## config.mk

```make
export PLATFORM = sky130hd
export DESIGN_NAME = prefetch_module
export DESIGN_NICKNAME = d
export VERILOG_FILES = /design/src/rtl/cpu_pkg.sv /design/src/rtl/fetch_fifo.sv /design/src/rtl/prefetch_module.sv
export SDC_FILE = /design/constraint.sdc
export NUM_CORES = 1
export LEC_CHECK = 0
export ABC_AREA = 1
export CAP_MARGIN = 20
export CORE_ASPECT_RATIO = 1.2
export CORE_MARGIN = 4
export CORE_UTILIZATION = 50
export CTS_CLUSTER_DIAMETER = 50
export DETAILED_ROUTE_END_ITERATION = 10
export PLACE_DENSITY_LB_ADDON = 0.08
export SYNTH_ARGS = -nofsm -noshare
export SYNTH_HDL_FRONTEND = slang
export SYNTH_SLANG_ARGS = --single-unit
```

## constraint.sdc

```tcl
create_clock -name clock -period 1.82 [get_ports clock]
set_input_delay 0.364 -clock clock [delete_from_list [all_inputs] [get_ports clock]]
set_output_delay 0.364 -clock clock [all_outputs]
set_load 0.02 [all_outputs]
```

## src/rtl/cpu_pkg.sv

```systemverilog
// Shared CPU definitions: default widths, reset PC and the branch-bus layout used by
// both the fetch stage and decode.
package cpu_pkg;

    localparam int          ADDR_W   = 16;
    localparam int          DATA_W   = 16;
    localparam logic [15:0] RESET_PC = 16'h0000;

    // brbus = {valid, taken, target[ADDR_W-1:0]}
    localparam int BR_VALID  = ADDR_W + 1;
    localparam int BR_TAKEN  = ADDR_W;
    localparam int BR_TGT_HI = ADDR_W - 1;
    localparam int BR_TGT_LO = 0;

    function automatic int brbus_w(input int addr_w);
        return addr_w + 2;
    endfunction

endpackage

```

## src/rtl/fetch_fifo.sv

```systemverilog
// Prefetch queue: DEPTH-entry FIFO with synchronous clear, simultaneous push/pop at any
// occupancy (including full) and an occupancy count.
module fetch_fifo #(
    parameter int W     = 32,
    parameter int DEPTH = 4
) (
    input  logic                     clk_i,
    input  logic                     rst_ni,
    input  logic                     clear_i,
    input  logic                     push_i,
    input  logic [W-1:0]             wdata_i,
    input  logic                     pop_i,
    output logic [W-1:0]             rdata_o,
    output logic [$clog2(DEPTH):0]   count_o
);

    localparam int PW = $clog2(DEPTH);
    localparam logic [PW-1:0] PTR_ONE = 1;
    localparam logic [PW:0]   CNT_ONE = 1;

    logic [W-1:0]  mem_q [DEPTH];
    logic [PW-1:0] wr_q;
    logic [PW-1:0] rd_q;
    logic [PW:0]   count_q;

    always_ff @(posedge clk_i or negedge rst_ni) begin
        if (!rst_ni) begin
            for (int i = 0; i < DEPTH; i++) mem_q[i] <= '0;
            wr_q    <= '0;
            rd_q    <= '0;
            count_q <= '0;
        end else if (clear_i) begin
            wr_q    <= '0;
            rd_q    <= '0;
            count_q <= '0;
        end else begin
            if (push_i) begin
                mem_q[wr_q] <= wdata_i;
                wr_q        <= wr_q + PTR_ONE;
            end
            if (pop_i) rd_q <= rd_q + PTR_ONE;
            case ({push_i, pop_i})
                2'b10:   count_q <= count_q + CNT_ONE;
                2'b01:   count_q <= count_q - CNT_ONE;
                default: count_q <= count_q;
            endcase
        end
    end

    assign rdata_o = mem_q[rd_q];
    assign count_o = count_q;

endmodule

```

## src/rtl/prefetch_module.sv

```systemverilog
// Fetch stage: drives the PC stream to instruction memory, queues returned instructions
// with their PC and hands them to decode; taken branches redirect and flush wrong-path work.
module prefetch_module #(
    parameter int                DATA_W   = cpu_pkg::DATA_W,
    parameter int                ADDR_W   = cpu_pkg::ADDR_W,
    parameter int                DEPTH    = 4,
    parameter logic [ADDR_W-1:0] RESET_PC = ADDR_W'(cpu_pkg::RESET_PC),
    parameter logic [ADDR_W-1:0] PC_STEP  = ADDR_W'(1)
) (
    input  logic                                clock,
    input  logic                                reset,
    output logic                                imem_req,
    output logic [ADDR_W-1:0]                   imem_addr,
    input  logic [DATA_W-1:0]                   imem_rdata,
    input  logic [cpu_pkg::brbus_w(ADDR_W)-1:0] brbus,
    output logic [DATA_W-1:0]                   inst,
    output logic [ADDR_W-1:0]                   inst_pc,
    output logic                                inst_valid,
    input  logic                                inst_ready,
    output logic [$clog2(DEPTH):0]              queue_count
);

    import cpu_pkg::*;

    localparam int BRV = brbus_w(ADDR_W) - 1;
    localparam int BRT = BRV - 1;

    logic [ADDR_W-1:0] pc_q, pc_d;
    logic [ADDR_W-1:0] rsp_pc_q, rsp_pc_d;
    logic              inflight_q, inflight_d;
    logic              req_int;
    logic              redirect;
    logic              credit;
    logic              push;
    logic              pop;
    logic [ADDR_W-1:0] target;

    assign redirect = brbus[BRV] & brbus[BRT];
    assign target   = brbus[ADDR_W-1:0];
    // Pops in this cycle deliberately give no credit, keeping the check off the ready path.
    assign credit   = (32'(queue_count) + 32'(inflight_q)) < DEPTH;

    always_comb begin
        req_int    = 1'b0;
        imem_addr  = pc_q;
        pc_d       = pc_q;
        rsp_pc_d   = rsp_pc_q;
        inflight_d = 1'b0;
        if (redirect) begin
            req_int    = 1'b1;
            imem_addr  = target;
            pc_d       = target + PC_STEP;
            rsp_pc_d   = target;
            inflight_d = 1'b1;
        end else if (credit) begin
            req_int    = 1'b1;
            pc_d       = pc_q + PC_STEP;
            rsp_pc_d   = pc_q;
            inflight_d = 1'b1;
        end
    end

    assign imem_req   = reset & req_int;
    assign push       = inflight_q & ~redirect;
    assign inst_valid = (queue_count != '0) & ~redirect;
    assign pop        = inst_valid & inst_ready;

    always_ff @(posedge clock or negedge reset) begin
        if (!reset) begin
            pc_q       <= RESET_PC;
            rsp_pc_q   <= '0;
            inflight_q <= 1'b0;
        end else begin
            pc_q       <= pc_d;
            rsp_pc_q   <= rsp_pc_d;
            inflight_q <= inflight_d;
        end
    end

    fetch_fifo #(
        .W     (DATA_W + ADDR_W),
        .DEPTH (DEPTH)
    ) u_fifo (
        .clk_i   (clock),
        .rst_ni  (reset),
        .clear_i (redirect),
        .push_i  (push),
        .wdata_i ({imem_rdata, rsp_pc_q}),
        .pop_i   (pop),
        .rdata_o ({inst, inst_pc}),
        .count_o (queue_count)
    );

endmodule

```

* Word level (Yosys, flattened, before mapping)
Index checks and enable logic that the tools add are counted.
** Operators by class
- Add/sub/neg operators :: 7
- $mul :: 0
- Divide/modulo/power cells :: 0
- $lt $le $gt $ge :: 4
- Equal/unequal tests :: 2
- Shifts and indexed selects :: 0
- Multiplexer cells :: 19
- Bitwise gates (word level) :: 8
- Reduce and logical (&&, ||, !) cells :: 7
** Operators with widths (number)
- $bwmux W128 :: 1
- $mux W32 :: 3
- $mux W16 :: 5
- $bmux W32 S2 :: 1
- $demux W32 S2 :: 1
- $add A16 B1 Y16 const B :: 2
- $mux W2 :: 4
- $ge A3 B3 Y1 const B :: 2
- $not A2 Y3 :: 2
- $pmux W3 S2 :: 1
- $reduce_bool A2 Y1 :: 3
- $reduce_bool A3 Y1 :: 2
- $and A1 B1 Y1 :: 5
- $add A2 B1 Y2 const B :: 2
- $add A3 B1 Y4 :: 1
- $lt A4 B3 Y1 const B :: 1
- $add A3 B1 Y3 const B :: 1
- $lt A3 B1 Y1 const B :: 1
- $mux W3 :: 1
- $sub A3 B1 Y3 const B :: 1
- $eq A2 B1 Y1 const B :: 1
- $eq A2 B2 Y1 const B :: 1
- $mux W1 :: 2
- $reduce_and A2 Y1 :: 1
- 2 further kinds :: 2
** Word-level totals
- Register bits after elaboration :: 168
- Bits in latches :: 0
- RAM bits :: 0
- Bits in read-only memories :: 0
- Output and inout bits :: 53
- Memories :: 0

* Longest topological paths before layout
- Word-level depth :: 7
- Gate-level depth with buffers :: 11

* Hierarchy
A second synthesis with hierarchy kept.
** Second synthesis, totals
- Cells, all modules :: 948
- Area total of the unflattened synthesis :: 8246.7 sq um
** By module, submodules not included
- fetch_fifo :: times used 1, cells each 677, area each 6216.0 sq um
- prefetch_module :: times used 1, cells each 271, area each 2030.7 sq um

* Least setup slack after synthesis
No wires, ideal clock.
- Kind :: register to output
- Start :: reg u_fifo.rd_q[0]
- End :: out inst[0]
- Arrival :: 1.476 ns
- Required time :: 1.456 ns
- Setup slack :: -0.020 ns
- Stages on the path, launching flop included :: 7
- Buffers on the path :: 3
- Cells stage by stage :: dfrtp_1 buf_2 inv_1 buf_2 clkbuf_1 nor2_1 o22ai_1
** On the way
- Word-level cells in the longest chain between the ends :: 4
** RTL lines
- start: declaration :: RTL line fetch_fifo.sv:23 : logic [PW-1:0] rd_q;
- start signal: assignment :: RTL line fetch_fifo.sv:41 : if (pop_i) rd_q <= rd_q + PTR_ONE;
- $not A2 Y3 (implied by the code) :: RTL line fetch_fifo.sv:50 : assign rdata_o = mem_q[rd_q];
- $bmux W32 S2 :: RTL line fetch_fifo.sv:50
- $mux W32 (implied by the code) (2 in series) :: RTL line fetch_fifo.sv:50
- end: declaration :: RTL line prefetch_module.sv:16 : output logic [DATA_W-1:0] inst,
No other way between the ends. The select of a mux whose other input is x is not followed.

* Worst setup path in the final report
- Start :: reg u_fifo.rd_q[0]
- End :: out inst_pc[9]
** On the way
- Word-level cells in the longest chain between the ends :: 4
** RTL lines
- $not A2 Y3 (implied by the code) :: RTL line fetch_fifo.sv:50
- $bmux W32 S2 :: RTL line fetch_fifo.sv:50
- $mux W32 (implied by the code) (2 in series) :: RTL line fetch_fifo.sv:50
- end: declaration :: RTL line prefetch_module.sv:17 : output logic [ADDR_W-1:0] inst_pc,
No other way between the ends. The select of a mux whose other input is x is not followed.

==> run metrics <==
TritonCTS buffer count 17; Crit Path Class reg -> out; Starting DRT DRC Count 508; clk_lat worst skew 420 ps; Worst Skew 5.221 ps; Core Region 15140 µm²; DPL Wire Length 12220 µm; Worst Min Path Start pc_q[1]; # nets final 1114; #FFs+latches synth 168; Post-Synthesis Cells 929; R2R Path Start u_fifo.count_o[2]; syn avg cell area 8.423 µm²; R2R cell count 10; gr usage total 0.2486; Final Hold Vio Count 0; final core occ 0.7239; # IOs 90; minimum clock period 2071 ps; GRT overflow 0; WHS Endpoint pc_q[1]; die width 122.2 µm; Reg area 4207 µm²; Post-synth ARST share 1.000; Critical Path RT 1460 ps; endpoints failing setup 32; Post-synth EDFFs 0; LEAKAGE 0.005197 µW; period utilization 1.138; Seq/Total Area, Yosys 0.5373; Multi-input gate area 3576 µm²; # H-tree levels 4; CTS max path bufs 2; vias per cell 5.307; CP arrival 1710 ps; Pre-Repair DR Iteration Count 5; Psw 9526 µW; max_cap viols 0; Ys Warns 0; Layout area overhead 40.09%; fin area 10960 µm²; Starting Density 0.5167; I/O Buffers 89; Avg WL per Cell 16.49 µm; Cell variety after synth 37; Mapped Nets 972; first-pass GRT wire length 34940 µm; vias in the first global route 6837; top cell type's share of synthesized area 0.5373; clock power share 0.166; Clock transition at path regs 60 ps; CP endpoint kind output port; mapped cell area 7825 µm²; fraction of layout cells with a size suffix above 1 0.2712; P_int 13570 µW; VDD IR-drop max 0.001076 V; CTS tree built; hold path depth 2; Most used DFF post-synth dfrtp_1; Setup crit start kind register; Final WS setup -250.8 ps; worst hold-check path type reg -> reg; Worst R2R End u_fifo.count_o[2]; drt total wl 21230 µm; synth cell count leaders nand2_1 (220), o21ai_0 (213), dfrtp_1 (168); drt drc 0; unrepaired setup endpoints after global routing yes; main area contributors after synthesis dfrtp_1 (54%), o21ai_0 (14%), nand2_1 (11%), inv_1 (3.4%), nor2_1 (3.4%); Power per Cell Area 2107 nW/µm²; most frequent cell after synthesis nand2_1; Post-DRT Antenna Nets 0; # rows 49; combinational power share 0.549; Cell Area, Placed 9510 µm²; Fmax achieved 482.9 MHz; setup TNS -6525 ps; Clock Root Buffer clkbuf_16; die area 17720 µm²; Die Y 145.0 µm; failing checks setup timing; Slew @ Worst Pin 513.7 ps; clk sinks 168; Final Max Slew Viols 0; routability-driven placement congestion ratio 0.8117; maximum fanout along the worst path 7; number of vias in the routed layout 6835; # fillers 1134; initial antenna violation count 0; R2R setup slack 60 ps; pin count of the biggest net entering global routing 83; largest area contributor in the netlist dfrtp_1; n_diodes 0; Tot Pwr 23090 µW; share of power burned in registers 0.285; sw frac 0.4125; outcome complete, but fails checks; Rel. slew slack 0.6575
-- critical path, cell delays in order (launching register included) --
cell and delay, ps:
dfrtp_2 410, buf_12 150, inv_12 80, buf_12 150, buf_6 110, nor2_4 30
o22ai_2 190, buf_6 150
-- final cells by class --
type                    instances  share of cell area
clock buffers                  20             0.04166
repair buffers                177              0.1821
well taps                     204             0.02328
flip-flops and latches        168              0.3837
multi-input cells             632              0.3262
clock inverters                12             0.01575
inverters                      75             0.02728
-- timing repair --
action | in CTS | in global routing
hold endpoints to repair | 9 | 0
resized for setup | 353 | 67
pin swaps | 36 | 12
gates cloned | 8 | 1
hold buffers | 1 | 0
setup buffers | 10 | 1
endpoints found under the setup margin | 54 | 55
-- worst max-delay path by stage --
stage,slack [ps],startpoint,to,cells after the start
after floorplan,30,u_fifo.count_o[0],u_fifo.count_o[2],9
after global placement,-520,brbus[17],imem_addr[15],7
after detailed placement,-520,brbus[17],imem_addr[13],7
after CTS,-250,u_fifo.rd_q[0],inst[0],7
after global routing,-290,u_fifo.rd_q[0],inst_pc[3],6
final,-250,u_fifo.rd_q[0],inst_pc[9],7
-- through the flow --
step / setup slack, ps / instances / hold slack (ps)
6_report: -250.8 / 1288 / 478.1
5_1_grt: -293.4 / 1288 / 508.7
4_1_cts: -249.4 / 1287 / 484.3
3_5_place_dp: -516.7 / 1236 / 397.9
3_3_place_gp: -515.0 / 1236 / 402.2
2_1_floorplan: 27.72 / 929 / 68.41
-- sequential cells by signal, summed over array words and instances (netlist names) --
name / count
pc_q: 16
inflight_q: 1
u_fifo.mem_q: 128
u_fifo.count_o: 3
u_fifo.wr_q: 2
u_fifo.rd_q: 2
rsp_pc_q: 16
-- metal layers --
| metal | up-vias | share of wire | GRT usage |
|---|---|---|---|
| met2 | 188 | 0.49 | 0.4008 |
| met4 | 0 | 0.022 | 0.07787 |
| met3 | 36 | 0.050 | 0.05605 |
| li1 | 3342 | - | - |
| met5 | - | 0 | 0 |
| met1 | 3269 | 0.43 | 0.3351 |
-- power groups by stage --
stage               Sequential (µW)  Clock (µW)  Combinational [µW]
global placement               6310           0               10200
finish                         6580        3840               12700
detailed placement             6330           0               10300
CTS                            6470        3870               12200
floorplan                      6160           0                6130
global route                   6760        4050               13800
-- cells in the final DEF (no fill, tap or decap), types with 10 or more instances in the layout --
cell and n:
nand2_1 216, dfrtp_1 166, o21ai_0 156, inv_1 66, buf_4 58, nor2_1 41
o21ai_1 35, clkdlybuf4s50_1 33, buf_6 33, nand3_1 29, o22ai_2 27, o21ai_2 22
buf_12 21, nor2_4 20, clkbuf_16 18, nor2_2 17, nand2_2 15, dlygate4sd2_1 10
-- cell families (layout without fill, tap and decap cells) --
group	count (synthesis)	count (layout)	share of synthesized area
buf+inv	129	284	0.06892
simple gates	363	363	0.2037
xor+xnor	3	3	0.003358
fa+ha+maj	6	6	0.01055
compound gates	260	260	0.1762
flops	168	168	0.5373
(Power assumes the default switching activity.)
